[config.mk]
export PLATFORM = sky130hd
export DESIGN_NAME = mcp49xx_dac_driver
export DESIGN_NICKNAME = d
export VERILOG_FILES = /design/src/rtl/mcp49xx_dac_driver.sv
export SDC_FILE = /design/constraint.sdc
export NUM_CORES = 1
export LEC_CHECK = 0
export ABC_AREA = 0
export BUFFER_PORTS_ARGS = -buffer_cell sky130_fd_sc_hd__buf_2
export CELL_PAD_IN_SITES_DETAIL_PLACEMENT = 1
export CELL_PAD_IN_SITES_GLOBAL_PLACEMENT = 2
export CORE_MARGIN = 1
export CORE_UTILIZATION = 38
export DETAILED_ROUTE_END_ITERATION = 10
export HOLD_SLACK_MARGIN = 0.15
export PLACE_DENSITY = 0.93
export SLEW_MARGIN = 20
export SYNTH_ARGS = -nofsm -noshare
export SYNTH_HDL_FRONTEND = slang
export SYNTH_SLANG_ARGS = --single-unit
[constraint.sdc]
create_clock -name clk -period 4 [get_ports clk]
set_input_delay 0.8 -clock clk [delete_from_list [all_inputs] [get_ports clk]]
set_output_delay 0.8 -clock clk [all_outputs]
set_load 0.005 [all_outputs]
[src/rtl/mcp49xx_dac_driver.sv]
// MCP49xx SPI DAC driver: on each sample_clk rise, sends one 16-bit frame per enabled channel, then pulses LDAC_n.
// CS_PIN falls 3 clk after the synchronised rise. There is no backpressure: an edge that arrives while busy is dropped and sets overrun.
module mcp49xx_dac_driver #(
    parameter int DATA_WIDTH  = 10,
    parameter int NUM_CH      = 1,
    parameter int CLK_DIV     = 2,
    parameter int LDAC_CYCLES = 2,
    parameter int BUFFERED    = 0,
    parameter int GAIN_1X     = 1
) (
    input  logic                         clk,
    input  logic                         reset_n,
    input  logic                         sample_clk,
    input  logic [NUM_CH*DATA_WIDTH-1:0] data_in,
    input  logic [NUM_CH-1:0]            ch_en,
    input  logic [NUM_CH-1:0]            ch_shdn,
    output logic                         SCK_PIN,
    output logic                         MOSI_PIN,
    output logic                         CS_PIN,
    output logic                         LDAC_PIN,
    output logic                         busy,
    output logic                         done,
    output logic                         overrun
);

    localparam int CNT_MAX = (CLK_DIV > LDAC_CYCLES) ? CLK_DIV : LDAC_CYCLES;
    localparam int CW      = $clog2(CNT_MAX + 1);
    localparam logic [CW-1:0] DIV_LAST  = CW'(CLK_DIV - 1);
    localparam logic [CW-1:0] LDAC_LAST = CW'(LDAC_CYCLES - 1);
    localparam logic BUF_BIT  = (BUFFERED != 0);
    localparam logic GAIN_BIT = (GAIN_1X != 0);

    typedef enum logic [2:0] {
        S_IDLE,
        S_LOAD,
        S_SETUP,
        S_SHIFT,
        S_HOLD,
        S_GAP,
        S_LDAC
    } state_t;

    state_t                       state, state_n;
    logic   [CW-1:0]              cnt, cnt_n;
    logic   [3:0]                 bit_idx, bit_n;
    logic                         sck_hi, sck_n;
    logic   [15:0]                sh, sh_n;
    logic                         ch, ch_n;
    logic   [1:0]                 en_q, en_n;
    logic   [1:0]                 shdn_q, shdn_n;
    logic   [1:0][DATA_WIDTH-1:0] data_q, data_n;
    logic                         done_q, done_n;
    logic                         ovr_q, ovr_n;
    logic                         sync1, sync2, sync3;
    logic                         rise;
    logic                         div_end;

    // Inputs widened to two channels so single-channel parts share one datapath.
    logic [1:0]                 en_in;
    logic [1:0]                 shdn_in;
    logic [1:0][DATA_WIDTH-1:0] samp_in;

    generate
        if (NUM_CH == 2) begin : g_dual
            assign en_in   = ch_en;
            assign shdn_in = ch_shdn;
            assign samp_in = data_in;
        end else begin : g_single
            assign en_in   = {1'b0, ch_en};
            assign shdn_in = {1'b0, ch_shdn};
            assign samp_in = {{DATA_WIDTH{1'b0}}, data_in};
        end
    endgenerate

    function automatic logic [15:0] frame_word(input logic c,
                                               input logic [1:0][DATA_WIDTH-1:0] d,
                                               input logic [1:0] sd);
        logic [11:0] s;
        s = 12'(d[c]) << (12 - DATA_WIDTH);
        return {c, BUF_BIT, GAIN_BIT, ~sd[c], s};
    endfunction

    assign rise    = sync2 & ~sync3;
    assign div_end = (cnt == DIV_LAST);

    always_ff @(posedge clk or negedge reset_n) begin
        if (!reset_n) begin
            sync1   <= 1'b0;
            sync2   <= 1'b0;
            sync3   <= 1'b0;
            state   <= S_IDLE;
            cnt     <= '0;
            bit_idx <= '0;
            sck_hi  <= 1'b0;
            sh      <= '0;
            ch      <= 1'b0;
            en_q    <= '0;
            shdn_q  <= '0;
            data_q  <= '0;
            done_q  <= 1'b0;
            ovr_q   <= 1'b0;
        end else begin
            sync1   <= sample_clk;
            sync2   <= sync1;
            sync3   <= sync2;
            state   <= state_n;
            cnt     <= cnt_n;
            bit_idx <= bit_n;
            sck_hi  <= sck_n;
            sh      <= sh_n;
            ch      <= ch_n;
            en_q    <= en_n;
            shdn_q  <= shdn_n;
            data_q  <= data_n;
            done_q  <= done_n;
            ovr_q   <= ovr_n;
        end
    end

    always_comb begin
        state_n = state;
        cnt_n   = cnt;
        bit_n   = bit_idx;
        sck_n   = sck_hi;
        sh_n    = sh;
        ch_n    = ch;
        en_n    = en_q;
        shdn_n  = shdn_q;
        data_n  = data_q;
        done_n  = 1'b0;
        ovr_n   = ovr_q | (rise && (state != S_IDLE));

        case (state)
            S_IDLE: begin
                if (rise && |en_in) state_n = S_LOAD;
            end
            S_LOAD: begin
                en_n    = en_in;
                shdn_n  = shdn_in;
                data_n  = samp_in;
                ch_n    = ~en_in[0];
                sh_n    = frame_word(~en_in[0], samp_in, shdn_in);
                cnt_n   = '0;
                state_n = S_SETUP;
            end
            S_SETUP: begin
                if (div_end) begin
                    cnt_n   = '0;
                    sck_n   = 1'b1;
                    bit_n   = 4'd15;
                    state_n = S_SHIFT;
                end else begin
                    cnt_n = cnt + 1'b1;
                end
            end
            S_SHIFT: begin
                if (div_end) begin
                    cnt_n = '0;
                    if (!sck_hi) begin
                        sck_n = 1'b1;
                    end else if (bit_idx == 4'd0) begin
                        sck_n   = 1'b0;
                        state_n = S_HOLD;
                    end else begin
                        // Falling SCK edge: present the next bit.
                        sck_n = 1'b0;
                        bit_n = bit_idx - 1'b1;
                        sh_n  = {sh[14:0], 1'b0};
                    end
                end else begin
                    cnt_n = cnt + 1'b1;
                end
            end
            S_HOLD: begin
                if (div_end) begin
                    cnt_n   = '0;
                    state_n = S_GAP;
                end else begin
                    cnt_n = cnt + 1'b1;
                end
            end
            S_GAP: begin
                if (div_end) begin
                    cnt_n = '0;
                    if (!ch && en_q[1]) begin
                        ch_n    = 1'b1;
                        sh_n    = frame_word(1'b1, data_q, shdn_q);
                        state_n = S_SETUP;
                    end else begin
                        state_n = S_LDAC;
                    end
                end else begin
                    cnt_n = cnt + 1'b1;
                end
            end
            S_LDAC: begin
                if (cnt == LDAC_LAST) begin
                    cnt_n   = '0;
                    done_n  = 1'b1;
                    state_n = S_IDLE;
                end else begin
                    cnt_n = cnt + 1'b1;
                end
            end
            default: state_n = S_IDLE;
        endcase
    end

    always_comb begin
        CS_PIN   = 1'b1;
        MOSI_PIN = 1'b0;
        SCK_PIN  = 1'b0;
        if ((state == S_SETUP) || (state == S_SHIFT) || (state == S_HOLD)) begin
            CS_PIN   = 1'b0;
            MOSI_PIN = sh[15];
            SCK_PIN  = sck_hi && (state == S_SHIFT);
        end
        LDAC_PIN = (state != S_LDAC);
        busy     = (state != S_IDLE);
        done     = done_q;
        overrun  = ovr_q;
    end

endmodule

==> impl_metrics.toml, run 1 <==
[setup_path]
r2r_slack_ns = 2.11
worst-path-buf-inv = 2
timing.rr.start = "state[1]"
slowest_stage = "dfrtp_1"
crit_start = "state[1]"
critical_path_cell_count = 4
startpoint_type = "flop"
crit_arrival_ns = 1.63
r2r_cells = 4
setup.worst_path.end = "SCK_PIN"
timing.critical_path.slowest_cell_delay_ns = 0.56
r2r-end = "sh[4]"
required_ns = 3.20
critical_path.max_fanout = 24
cp-end-kind = "output pin"
crit_chain = "buf_4, nand3b_1, nor2_1, buf_2"
critical_path_class = "reg2out"
crit_family = "flip-flops"

[logic_synthesis]
synth.area.mux_share = 0
synth_seq_cells = 29
syn_area_per_cell_um2 = 10.1
synth_edf_count = 0
syn_nets = 167
syn_area_um2 = 1530
synth.largest_area_cell = "dfrtp_1"
synth_compound_area_frac = 0.240
synth_cell_types = 49
yosys_warnings = 0
yosys-top-cells-area = "dfrtp_1 47%, a22oi_1 4.9%, o311ai_1 2.9%"
synth_most_common_cell = "dfrtp_1"
yosysTopAreaCellShare = 0.474
yosys.area_share.adder = 0.00817
ys.flop_type = "dfrtp_1"
synth-simple-area-share = 0.216
syn_inst = 151
synthArstFlopShare = 1.00
synthTopCellsByCount = "29 x dfrtp_1, 10 x a22oi_1, 10 x nor2_1"
ys_seq_area_frac = 0.474
synthXorXnorAreaFrac = 0.00572
synth_top_family_by_area = "compound AO/OA/AOI/OAI gates"

[place]
gp_congestion = 0.791
port_buffers = 21
dp_hpwl_mm = 2.38

[finish]
multi_input_area_um2 = 719
nNetsFinal = 186
fill_cells = 438
area_growth_pct = 12.7
seq_area_um2 = 726
antennaDiodeCount = 0
drive_gt1_frac = 0.257

[cts]
cts.htree.levels = 2
hold_buffers = 0
cts_root_buffer = "clkbuf_8"
cts_tree = "yes"
post-cts-setup-buffers = 0
clock_sinks = 29
cts_made_buffers = 5
clk_latency_ns = 0.29
cts_buffer_depth = 2
cts.repair.resized = 0
clkTransAtPathRegs_ns = 0.06

[routing]
drtIter0Drc = 47
ant_nets = 0
wl_mm = 3.48
drt_pass1_iterations = 4
vias = 1268
routedWlPerCell_um = 15.9
route.detailed.drc = 0
routed_via_density = 5.79

[sta]
fin_crit_sh = 0.606
slew_headroom = 0.521
rsz0062_at_grt = "false"
hold_violations = 0
setup_violations = 0
timing.setup.tns_ns = 0
drv_slew = 0
tightest_slew_ns = 0.714
max_freq_ghz = 0.412
holdWs_ns = 0.351
finClkSkew_ns = 0.00568
period_needed_ns = 2.43

[status]
run_status = "complete, no violations"

[power_and_ir_drop]
ir_drop_mv = 0.249
powerDensity_nw_per_um2 = 319
leakage_uw = 0.000731

[global_routing]
gr-total-overflow = 0
grt_first_pass_wirelength_mm = 6.05
antenna_found_initial = 0
grt_pass1_vias = 1258
grt_max_degree = 30
grt_usage = 0.189

[floorplanning]
die_area_um2 = 4290
die_y_um = 65.5
initial_core_util = 0.406
core_um2 = 3770
ios = 22
die_w_um = 65.5
num_rows = 22

[flow_run]
maxCapViolCount = 0

[worst_hold_path]
hold_class = "reg2reg"
[how the worst min path moves through the flow]
stage | from | to | slack [ns] | cells after the start
final | sync1 | sync2 | 0.35 | 0
after global placement | sync1 | sync2 | 0.34 | 0
after CTS | sync1 | sync2 | 0.35 | 0
after global routing | sync1 | sync2 | 0.37 | 0
after detailed placement | sync1 | sync2 | 0.34 | 0
after floorplan | sync1 | sync2 | 0.33 | 0
[flip-flops by register name (all words and copies together), names as in the netlist]
name and flops:
sync2 1, sck_hi 1, state 3, sync3 1, done 1, overrun 1, sh 14, cnt 2
bit_idx 4, sync1 1
[cell type report]
type,instances,area share
clock buffer,6,0.0420
clock inverter,2,0.00580
inverter,7,0.0152
multi-input combinational,105,0.417
sequential,29,0.420
tap,48,0.0348
timing repair buffer,22,0.0652
[kinds of logic (layout without fill, tap and decap cells)]
| group | count (synthesis) | count (layout) |
|---|---|---|
| flip-flops | 29 | 29 |
| AO/OA/AOI/OAI | 49 | 49 |
| adder cells (fa/ha/maj) | 1 | 1 |
| buffers and inverters | 17 | 37 |
| AND/OR/NAND/NOR | 54 | 54 |
| XOR/XNOR | 1 | 1 |
[per-stage QoR]
step           instances  utilization  area (um2)  total power, uW  setup WS (ns)
2_1_floorplan        151            -        1530              307           2.18
3_3_place_gp         211        0.436        1640              321           1.94
3_5_place_dp         211        0.436        1640              322           1.88
4_1_cts              219        0.458        1730              559           1.57
5_1_grt              219        0.458        1730              571           1.44
6_report             219        0.458        1730              551           1.57
[placed cells by master (no fill, tap or decap), types with 2 or more instances in the layout]
cell type,n
dfrtp_1,29
buf_2,21
nor2_1,10
a22oi_1,10
nand3_1,8
nand2_1,8
a21oi_1,6
inv_1,5
nand4_1,5
o311ai_1,5
clkbuf_8,5
nor3_1,4
o211ai_1,4
nor2b_1,3
nor2_2,3
o21ai_1,3
a31oi_1,3
inv_2,2
nand2b_1,2
nand3b_1,2
o21ai_0,2
a211oi_1,2
o22ai_1,2
clkinv_2,2
[metal layers]
metal  global-route usage  share of wire  wire, um  vias to the layer above
met5                    0              0         0                        -
met4               0.0734          0.017        59                        0
met3               0.0521          0.034       117                        7
met2                0.302           0.47      1650                       18
met1                0.241           0.47      1650                      633
li1                     -              -         -                      610
[report_power, final]
| group | internal, uW | leakage (uW) | switching [uW] |
|---|---|---|---|
| clock | 120 | 0.0000450 | 115 |
| combinational | 7.49 | 0.000320 | 9.68 |
| sequential | 297 | 0.000366 | 1.80 |
Power figures use the tool's default switching activity.
==> inputs of run 2 (changes only) <==
--- a/config.mk
+++ b/config.mk
@@ -10,10 +10,10 @@
 export CELL_PAD_IN_SITES_DETAIL_PLACEMENT = 1
 export CELL_PAD_IN_SITES_GLOBAL_PLACEMENT = 2
 export CORE_MARGIN = 1
-export CORE_UTILIZATION = 38
+export CORE_UTILIZATION = 32
 export DETAILED_ROUTE_END_ITERATION = 10
 export HOLD_SLACK_MARGIN = 0.15
-export PLACE_DENSITY = 0.93
+export PLACE_DENSITY = 0.85
 export SLEW_MARGIN = 20
 export SYNTH_ARGS = -nofsm -noshare
 export SYNTH_HDL_FRONTEND = slang
==> constraint.sdc (replaced) <==
create_clock -name clk -period 2.2 [get_ports clk]
set_input_delay 0.44 -clock clk [delete_from_list [all_inputs] [get_ports clk]]
set_output_delay 0.44 -clock clk [all_outputs]
set_load 0.005 [all_outputs]
==> impl_metrics.toml, run 2 (synthesis gave the netlist of run 1 again) <==
[global_routing]
grt_pass1_vias = 1366
antenna_found_initial = 0
grt_usage = 0.169
gr-total-overflow = 0
grt_first_pass_wirelength_mm = 6.64
grt_max_degree = 30

[finish]
largest_registers = "sh (14), bit_idx (4), state (3)"
area_growth_pct = 14.3
layout_common_cells = "29 x dfrtp_1, 21 x buf_2, 10 x nor2_1, 10 x a22oi_1"
nNetsFinal = 188
mostFrequentLayoutCell = "dfrtp_1"
largest_reg_flops = 14
antennaDiodeCount = 0
fin_util = 0.391
top_register = "sh"
drive_gt1_frac = 0.262

[cts]
cts_buffer_depth = 2
cts.htree.levels = 2
hold_buffers = 0
cts.repair.resized = 0
clkTransAtPathRegs_ns = 0.07
cts_tree = "yes"
clock_sinks = 29
cts_root_buffer = "clkbuf_8"
post-cts-setup-buffers = 0
cts_made_buffers = 5
clk_latency_ns = 0.28

[routing]
ant_nets = 0
routed_via_density = 5.67
drtIter0Drc = 109
drt_pass1_iterations = 5
wl_mm = 3.70
routedWlPerCell_um = 16.5
route.detailed.drc = 0
vias = 1271

[sta]
finClkSkew_ns = 0.00927
hold_violations = 0
drv_slew = 0
max_freq_ghz = 0.504
period_needed_ns = 1.98
timing.setup.tns_ns = 0
worst_slack_ns = 0.215
slew_headroom = 0.544
fin_crit_sh = 0.902
setup_violations = 0
tightest_slew_ns = 0.684
rsz0062_at_grt = "false"

[setup_path]
critical_path_class = "reg2out"
critical_path.max_fanout = 14
cp-end-kind = "output pin"
startpoint_type = "flop"
crit_arrival_ns = 1.54
required_ns = 1.76

[power_and_ir_drop]
p_total_uw = 1010
powerDensity_nw_per_um2 = 579
ir_drop_mv = 0.336
leakage_uw = 0.000741

[worst_hold_path]
hold_class = "in2async"

[flow_run]
maxCapViolCount = 0

[floorplanning]
ios = 22
core_um2 = 4470
die_area_um2 = 5070
die_y_um = 71.2
die_w_um = 71.2
num_rows = 24
initial_core_util = 0.342

[place]
dp_hpwl_mm = 2.59
gp_congestion = 0.745
pre_cts_ws_ns = 0.488
port_buffers = 21

[status]
run_status = "complete, no violations"
[run 2: final cells by class]
| class | instances | area, um2 |
|---|---|---|
| timing repair buffer | 24 | 128 |
| inverter | 7 | 26.3 |
| sequential | 29 | 726 |
| multi-input combinational | 105 | 719 |
| fill | 530 | 2720 |
| tap | 52 | 65.1 |
| clock buffer | 7 | 86.3 |
[run 2: final timing paths]
check | from | endpoint | slack, ns | depth (start not counted)
max | state[2] | MOSI_PIN | 0.22 | 5
min | reset_n | sck_hi | 0.20 | 1
max reg2reg | state[2] | sh[13] | 0.48 | 4
min reg2reg | sync1 | sync2 | 0.36 | 0
max in group asynchronous | reset_n | sh[2] | 1.55 | 1
min in group clk | sample_clk | sync1 | 0.27 | 1
[run 2: power breakdown]
part           internal (uW)  switching (uW)  total (uW)
logic                   13.6            18.1        31.7
registers                539            3.77         543
clock network            248             191         439
[run 2: per-layer routing]
| metal | track usage | wire [um] | up-vias |
|---|---|---|---|
| met4 | 0.0467 | 36 | 0 |
| met5 | 0 | 0 | - |
| met1 | 0.201 | 1680 | 636 |
| met3 | 0.0342 | 88 | 5 |
| met2 | 0.307 | 1890 | 18 |
| li1 | - | - | 612 |
[run 2: stage by stage]
step                      hold WS [ns]  area, um2  cells
after floorplan                  0.144       1530    151
after global placement           0.331       1660    217
after detailed placement         0.340       1660    217
after CTS                        0.218       1750    224
after global routing             0.248       1750    224
final                            0.196       1750    224
[run 2: critical path, stage by stage, from the launching register on]
cell and delay [ns]:
dfrtp_1 0.67, inv_2 0.13, nor3_1 0.15, a21oi_1 0.08, nor2b_1 0.12, buf_2 0.11
